--- src/rtl/pwm_tone_bank.sv ---
// pwm_tone_bank: bank of CH independent PWM tone generators sharing one load port.
//
// Each channel runs a free counter modulo its active period and drives a registered
// PWM level (high while the counter is below duty). New period/duty values are staged
// in a shadow register and take effect at the channel's next wrap, so waveforms are
// never cut mid-period. A channel that is off (period 0) takes a load immediately.
//
// Parameters
//   N   counter, period and duty width in bits
//   CH  number of independent tone channels (>= 2)
//
// Ports
//   clk          rising-edge clock
//   reset        synchronous active-high reset
//   load_valid   load request
//   load_ready   high when the addressed channel has no load pending
//   load_ch      target channel index
//   load_period  new period in clk cycles (0 = channel off)
//   load_duty    new high-time in clk cycles
//   pwm_out      per-channel tone waveform (registered)
//   wrap         per-channel pulse in the cycle the counter sits at period-1
//   mix_count    number of channels whose pwm_out is high
//
// Configuration
//   PWM_TONE_MIX_EN  when defined, mix_count is the registered popcount of pwm_out;
//                    otherwise mix_count is tied to 0.
module pwm_tone_bank #(
  parameter int unsigned N  = 18,
  parameter int unsigned CH = 4
) (
  input  logic                     clk,
  input  logic                     reset,
  input  logic                     load_valid,
  output logic                     load_ready,
  input  logic [$clog2(CH)-1:0]    load_ch,
  input  logic [N-1:0]             load_period,
  input  logic [N-1:0]             load_duty,
  output logic [CH-1:0]            pwm_out,
  output logic [CH-1:0]            wrap,
  output logic [$clog2(CH+1)-1:0]  mix_count
);

  localparam int unsigned ChW  = $clog2(CH);
  localparam int unsigned MixW = $clog2(CH+1);
  // Channel count widened by one bit so out-of-range indices compare cleanly.
  localparam logic [ChW:0]   ChLim = CH[ChW:0];
  localparam logic [N-1:0]   One   = {{(N-1){1'b0}}, 1'b1};

  logic [N-1:0] cnt_q    [CH];
  logic [N-1:0] cnt_d    [CH];
  logic [N-1:0] per_q    [CH];
  logic [N-1:0] per_d    [CH];
  logic [N-1:0] duty_q   [CH];
  logic [N-1:0] duty_d   [CH];
  logic [N-1:0] sh_per_q [CH];
  logic [N-1:0] sh_per_d [CH];
  logic [N-1:0] sh_duty_q[CH];
  logic [N-1:0] sh_duty_d[CH];
  logic [CH-1:0] pend_q, pend_d;
  logic [CH-1:0] pwm_q, pwm_d;
  logic [CH-1:0] wrap_c;

  logic ch_ok;
  logic accept;

  assign ch_ok      = ({1'b0, load_ch} < ChLim);
  assign load_ready = ch_ok ? !pend_q[load_ch] : 1'b0;
  assign accept     = load_valid && load_ready;

  assign pwm_out = pwm_q;
  assign wrap    = wrap_c;

  always_comb begin
    pend_d = pend_q;
    pwm_d  = '0;
    wrap_c = '0;
    for (int c = 0; c < int'(CH); c++) begin
      cnt_d[c]     = cnt_q[c];
      per_d[c]     = per_q[c];
      duty_d[c]    = duty_q[c];
      sh_per_d[c]  = sh_per_q[c];
      sh_duty_d[c] = sh_duty_q[c];

      wrap_c[c] = (per_q[c] != '0) && (cnt_q[c] == per_q[c] - One);
      pwm_d[c]  = (per_q[c] != '0) && (cnt_q[c] < duty_q[c]);

      if (per_q[c] == '0) begin
        cnt_d[c] = '0;
      end else if (wrap_c[c]) begin
        cnt_d[c] = '0;
        if (pend_q[c]) begin
          per_d[c]  = sh_per_q[c];
          duty_d[c] = sh_duty_q[c];
          pend_d[c] = 1'b0;
        end
      end else begin
        cnt_d[c] = cnt_q[c] + One;
      end

      // accept implies pend_q is clear, so this never collides with the shadow copy
      // above; a load landing on a wrap cycle therefore waits for the next wrap.
      if (accept && (load_ch == ChW'(c))) begin
        if (per_q[c] == '0) begin
          per_d[c]  = load_period;
          duty_d[c] = load_duty;
          cnt_d[c]  = '0;
        end else begin
          sh_per_d[c]  = load_period;
          sh_duty_d[c] = load_duty;
          pend_d[c]    = 1'b1;
        end
      end
    end
  end

  always_ff @(posedge clk) begin
    if (reset) begin
      pend_q <= '0;
      pwm_q  <= '0;
      for (int c = 0; c < int'(CH); c++) begin
        cnt_q[c]     <= '0;
        per_q[c]     <= '0;
        duty_q[c]    <= '0;
        sh_per_q[c]  <= '0;
        sh_duty_q[c] <= '0;
      end
    end else begin
      pend_q <= pend_d;
      pwm_q  <= pwm_d;
      for (int c = 0; c < int'(CH); c++) begin
        cnt_q[c]     <= cnt_d[c];
        per_q[c]     <= per_d[c];
        duty_q[c]    <= duty_d[c];
        sh_per_q[c]  <= sh_per_d[c];
        sh_duty_q[c] <= sh_duty_d[c];
      end
    end
  end

`ifdef PWM_TONE_MIX_EN
  logic [MixW-1:0] mix_d, mix_q;

  // Popcount of the next pwm value so the registered count lines up with pwm_out.
  always_comb begin
    mix_d = '0;
    for (int c = 0; c < int'(CH); c++) begin
      mix_d = mix_d + MixW'(pwm_d[c]);
    end
  end

  always_ff @(posedge clk) begin
    if (reset) begin
      mix_q <= '0;
    end else begin
      mix_q <= mix_d;
    end
  end

  assign mix_count = mix_q;
`else
  assign mix_count = '0;
`endif

endmodule

--- config.mk ---
export PLATFORM = sky130hd
export DESIGN_NAME = pwm_tone_bank
export DESIGN_NICKNAME = d
export VERILOG_FILES = /design/src/rtl/pwm_tone_bank.sv
export SDC_FILE = /design/constraint.sdc
export NUM_CORES = 1
export LEC_CHECK = 0
export ABC_AREA = 1
export CORE_MARGIN = 2
export CORE_UTILIZATION = 40
export CTS_CLUSTER_DIAMETER = 40
export CTS_CLUSTER_SIZE = 20
export DETAILED_ROUTE_END_ITERATION = 6
export GPL_TIMING_DRIVEN = 0
export PLACE_DENSITY_LB_ADDON = 0.12
export SLEW_MARGIN = 20
export SYNTH_ARGS = -nofsm -noshare
export SYNTH_HDL_FRONTEND = slang
export SYNTH_SLANG_ARGS = --single-unit
--- constraint.sdc ---
create_clock -name clk -period 2.4 [get_ports clk]
set_clock_uncertainty 0.15 [all_clocks]
set_input_delay 0.72 -clock clk [delete_from_list [all_inputs] [get_ports clk]]
set_output_delay 0.72 -clock clk [all_outputs]
set_load 0.01 [all_outputs]
### Yosys cells after proc, flatten, opt, wreduce, memory -nomap -nowiden

Memories as Yosys holds them, arrays and structs flattened.
Index checks and enable logic that the tools add are counted.

* reductions and logical operators: 23
* add/subtract/negate cells: 8
* mux-type cells: 113
* $lt $le $gt $ge: 5
* equal/unequal tests: 7
* bitwise gates (word level): 20

Operators by type and width (count)
* 18-bit two-way mux: 92
* 18-bit by 1-bit adder with 18-bit output (second input constant): 4
* 18-bit equality test: 4
* 18-bit logical NOT: 4
* 18-bit less-than comparator: 4
* 18-bit nonzero test: 4
* 18-bit by 1-bit subtractor with 18-bit output (second input constant): 4
* 1-bit two-way mux: 20
* 1-bit bitwise OR: 20
* 1-bit logical AND: 13
* 2-bit equality test (second input constant): 2
* 2-bit by 3-bit less-than comparator with 1-bit output (second input constant): 1
* 1-bit binary-select mux with 2-bit select: 1
* 2-bit by 1-bit equality test with 1-bit output (second input constant): 1
* 2-bit logical NOT: 1
* 1-bit logical NOT: 1

* RAM bits: 360
* output and inout bits: 12
* memories kept: 5
* bits in registers: 8
* word-level logic and storage cells: 183
* input port bits: 41

Memory list
* cnt_q: words 4, width 18, rd ports 4, clocked after memory_dff 0, wr ports 4, line 49 `logic [N-1:0] cnt_q [CH];`
* duty_q: words 4, width 18, rd ports 4, clocked after memory_dff 0, wr ports 4, line 53 `logic [N-1:0] duty_q [CH];`
* per_q: words 4, width 18, rd ports 4, clocked after memory_dff 0, wr ports 4, line 51 `logic [N-1:0] per_q [CH];`
* sh_duty_q: words 4, width 18, rd ports 4, clocked after memory_dff 0, wr ports 4, line 57 `logic [N-1:0] sh_duty_q[CH];`
* sh_per_q: words 4, width 18, rd ports 4, clocked after memory_dff 0, wr ports 4, line 55 `logic [N-1:0] sh_per_q [CH];`

### Longest topological paths before layout

An unclocked memory read counts as a cell.

* word-level depth: 9
* mapped depth: 18
* gate-level depth less buffers: 17

### Worst setup path after synthesis

No wires, ideal clock.

* path kind: flip-flop to output port
* start point: memory per_q[2][0]
* end point: output port wrap[2]
* slack: -0.164 ns
* cell stages (with the launch flop): 13
* path buffers: 1
* arrival time: 1.694 ns
* cell sequence: dfxtp_1 inv_1 ha_1 nand2_1 nor2_4 nand2_1 xor2_1 nor2_1 nand2_1 nor2_2 buf_4 nand2_1 inv_1

RTL lines
* from (decl): line 51
* to (decl): line 39 `output logic [CH-1:0] wrap,`

==> results.yml <==
place:
  dp_slack_ns: -1.55
  globalplace.congestion: 0.919
  dp_hpwl_um: 56000
  io_buffers: 49
  place_area_um2: 22100
power_and_ir_drop:
  p_total_uw: 20400
  sw_frac_of_total: 0.334
  seqPwrFrac: 0.340
  power_density_nw_per_um2: 796
  p_int_uw: 13600
  combinationalPowerShare: 0.226
  vdd_drop_max_mv: 0.555
  switchingPower_uw: 6810
  leakagePower_uw: 0.0124
  power_frac_clock: 0.434
status:
  status: "finished with violations"
  violations: "negative setup slack"
detailed_routing:
  drtIter0Drc: 1686
  dr.pass1.iters: 7
  avgRoutedWirePerCell_um: 18.7
  num_vias: 21100
  drc: 0
  wl_um: 74400
  viasPerCell: 5.31
  ant_nets: 0
worst_setup_path:
  critPathKind: "flop to output pin"
  regToRegStartpoint: "per_q[0][1]$_SDFF_PP0_"
  worst_path_largest_cell_delay_ns: 0.35
  critPathLaunch: "per_q[0][1]$_SDFF_PP0_"
  crit_cells: 10
  crit_top_cell: "nor2_4"
  cp_top_family: "simple AND/OR/NAND/NOR gates"
  endpoint: "wrap[0]"
  r2r_cells: 21
  critPathMaxFanout: 2
  crit_chain: "inv_2 > ha_4 > xor2_1 > nand3_1 > nor2_4 > nand3_2 > nor2_4 > nand3_2 > nor2_4 > buf_6"
  cp-end-kind: "output pin"
  cp.required_ns: 1.53
  crit_arrival_ns: 2.37
  worst_setup_path_start_kind: "flop"
  worst-path-buf-inv: 2
  reg2reg_to: "duty_q[0][6]$_SDFF_PP0_"
  crit_path_top_delay_cell: "dfxtp_2"
  rrSetupSlack_ns: -0.45
layout:
  stdcell_area_um2: 25600
  nets: 3363
  fill_cells: 5153
  n_antenna_cell: 0
  drive_gt1_frac: 0.145
  area_delta_synth_final_pct: 23.6
sta:
  slew_headroom: 0.284
  setup_viol: 165
  final_max_slew_viol_count: 0
  rsz0062_at_grt: "true"
  fin_tns_setup_ns: -30.59
  fin_ws_ns: -0.841
  fmax_ghz: 0.309
  min_period_over_period: 1.35
  hold_ws_ns: 0.302
  hold_viol_final: 0
  worstMarginPinSlew_ns: 1.07
  period_needed_ns: 3.24
logic_synthesis:
  yosysMostFrequentCell: "nand2_1"
  synth-seq-cells: 368
  syn_inst: 3065
  synth_edf_count: 0
  ys_types: 43
  synth_top_area_cell: "dfxtp_1"
  yosysTopAreaCellShare: 0.356
  async_flop_share: 0
  synth_area_um2: 20700
  synth_warnings: 0
  ys.flop_type: "dfxtp_1"
  yosys-top-cells-area: "dfxtp_1 (36%), nand2_1 (11%), inv_1 (8.6%)"
  synth.avg_cell_area_um2: 6.76
  synthTopCellsByCount: "nand2_1 (613), inv_1 (474), dfxtp_1 (368)"
  ys_seq_area_frac: 0.356
grt:
  grt_pass1_vias: 19800
  grt_start_max_net_pins: 16
  track_usage: 0.273
  grt.overflow.total: 0
  antenna_found_initial: 0
  grt_pass1_wl_um: 113000
floorplanning:
  rows: 83
  dieHeight_um: 232
  die_area_um2: 53600
  die_width_um: 232
  core_um2: 51300
  ios: 53
  start_util: 0.404
clocking:
  cts_buffers: 59
  insertion_delay_ns: 0.63
  cts_tree: "yes"
  clock_path_buffers: 3
  cts.sinks: 368
  path_clk_slew_ns: 0.05
  htreeDepth: 2
  ctsRootBufferMaster: "clkbuf_16"
hold_path:
  hold_path_class: "flop to flop"
job:
  maxCapViolations: 0
-- through the flow --
step	instances	util
2_1_floorplan	3067	-
3_3_place_gp	3796	0.431
3_5_place_dp	3796	0.431
4_1_cts	3958	0.491
5_1_grt	3973	0.499
6_report	3973	0.499
-- worst min-delay path by stage --
| stage | from | endpoint | slack [ns] | depth (start not counted) |
|---|---|---|---|---|
| CTS | sh_per_q[3][16]$_SDFFE_PP0P_ | sh_per_q[3][16]$_SDFFE_PP0P_ | 0.31 | 2 |
| global route | cnt_q[1][0]$_SDFF_PP0_ | cnt_q[1][0]$_SDFF_PP0_ | 0.32 | 1 |
| detailed placement | sh_per_q[3][16]$_SDFFE_PP0P_ | sh_per_q[3][16]$_SDFFE_PP0P_ | 0.30 | 2 |
| floorplan | sh_per_q[3][16]$_SDFFE_PP0P_ | sh_per_q[3][16]$_SDFFE_PP0P_ | 0.28 | 2 |
| global placement | sh_per_q[2][16]$_SDFFE_PP0P_ | sh_per_q[2][16]$_SDFFE_PP0P_ | 0.30 | 2 |
| finish | sh_per_q[3][16]$_SDFFE_PP0P_ | sh_per_q[3][16]$_SDFFE_PP0P_ | 0.30 | 2 |
-- logic make-up after synthesis --
logic type,synth area share
flops,0.356
fa+ha+maj,0.0483
buf+inv,0.120
other cells,0.000181
xor+xnor,0.0472
compound gates,0.135
simple gates,0.294
-- layout make-up --
type                            count  area [µm²]  share of cell area
Timing Repair Buffer              115        1100              0.0430
Buffer                            153         850              0.0332
Clock inverter                     46         524              0.0205
Multi-Input combinational cell   2069       11500               0.449
Tap cell                          680         851              0.0332
Clock buffer                       66        1550              0.0607
Inverter                          476        1800              0.0704
Sequential cell                   368        7430               0.290
-- layout by cell type, fill, tap and decap left out, types with 10 or more instances in the layout --
cell type / count
buf_6: 29
nor2_1: 186
nand4_1: 167
nand3_1: 192
o21ai_0: 230
inv_1: 455
o21ai_1: 16
ha_1: 76
xnor2_1: 42
dfxtp_1: 335
nand2_4: 10
nand2_2: 25
dfxtp_2: 25
nand3b_1: 16
a21oi_1: 272
clkdlybuf4s50_1: 41
inv_6: 10
inv_2: 14
clkbuf_16: 60
nand3_2: 19
clkbuf_2: 31
xor2_1: 66
nand2_1: 584
nor3_1: 20
clkinv_4: 10
buf_4: 65
nor2_4: 38
clkbuf_1: 68
buf_2: 18
nor2_2: 32
-- state kept, by name (all words and copies together), names as in the netlist, named ones only --
signal / count
cnt_q: 72
duty_q: 72
per_q: 72
sh_duty_q: 72
sh_per_q: 72
pwm_out: 4
-- worst min-delay path, cell delays in order (launching register included) --
cell	delay, ns
dfxtp_1	0.29
inv_1	0.06
a21oi_1	0.06
-- what timing repair did --
item / CTS / global route
endpoints found under the setup margin: 362 / 349
cloned: 4 / 0
setup buffers: 47 / 15
resized for setup: 249 / 90
hold buffers: 0 / 0
pin swaps: 53 / 49
-- power by group through the flow --
stage / logic (µW) / registers (µW) / clock network [µW]
floorplan: 2910 / 6880 / 0
global placement: 3940 / 7020 / 0
detailed placement: 4010 / 7030 / 0
CTS: 4400 / 6920 / 8930
global route: 5150 / 6970 / 9230
finish: 4610 / 6930 / 8840
-- metal layers --
layer | wire, µm | part of all wire | vias up | track usage
met1 | 32100 | 0.43 | 9869 | 0.353
li1 | - | - | 10400 | -
met5 | 0 | 0 | - | 0
met4 | 2750 | 0.037 | 0 | 0.109
met3 | 5300 | 0.071 | 180 | 0.0520
met2 | 34200 | 0.46 | 698 | 0.449
Note: power is estimated with default switching activity, not from simulation.
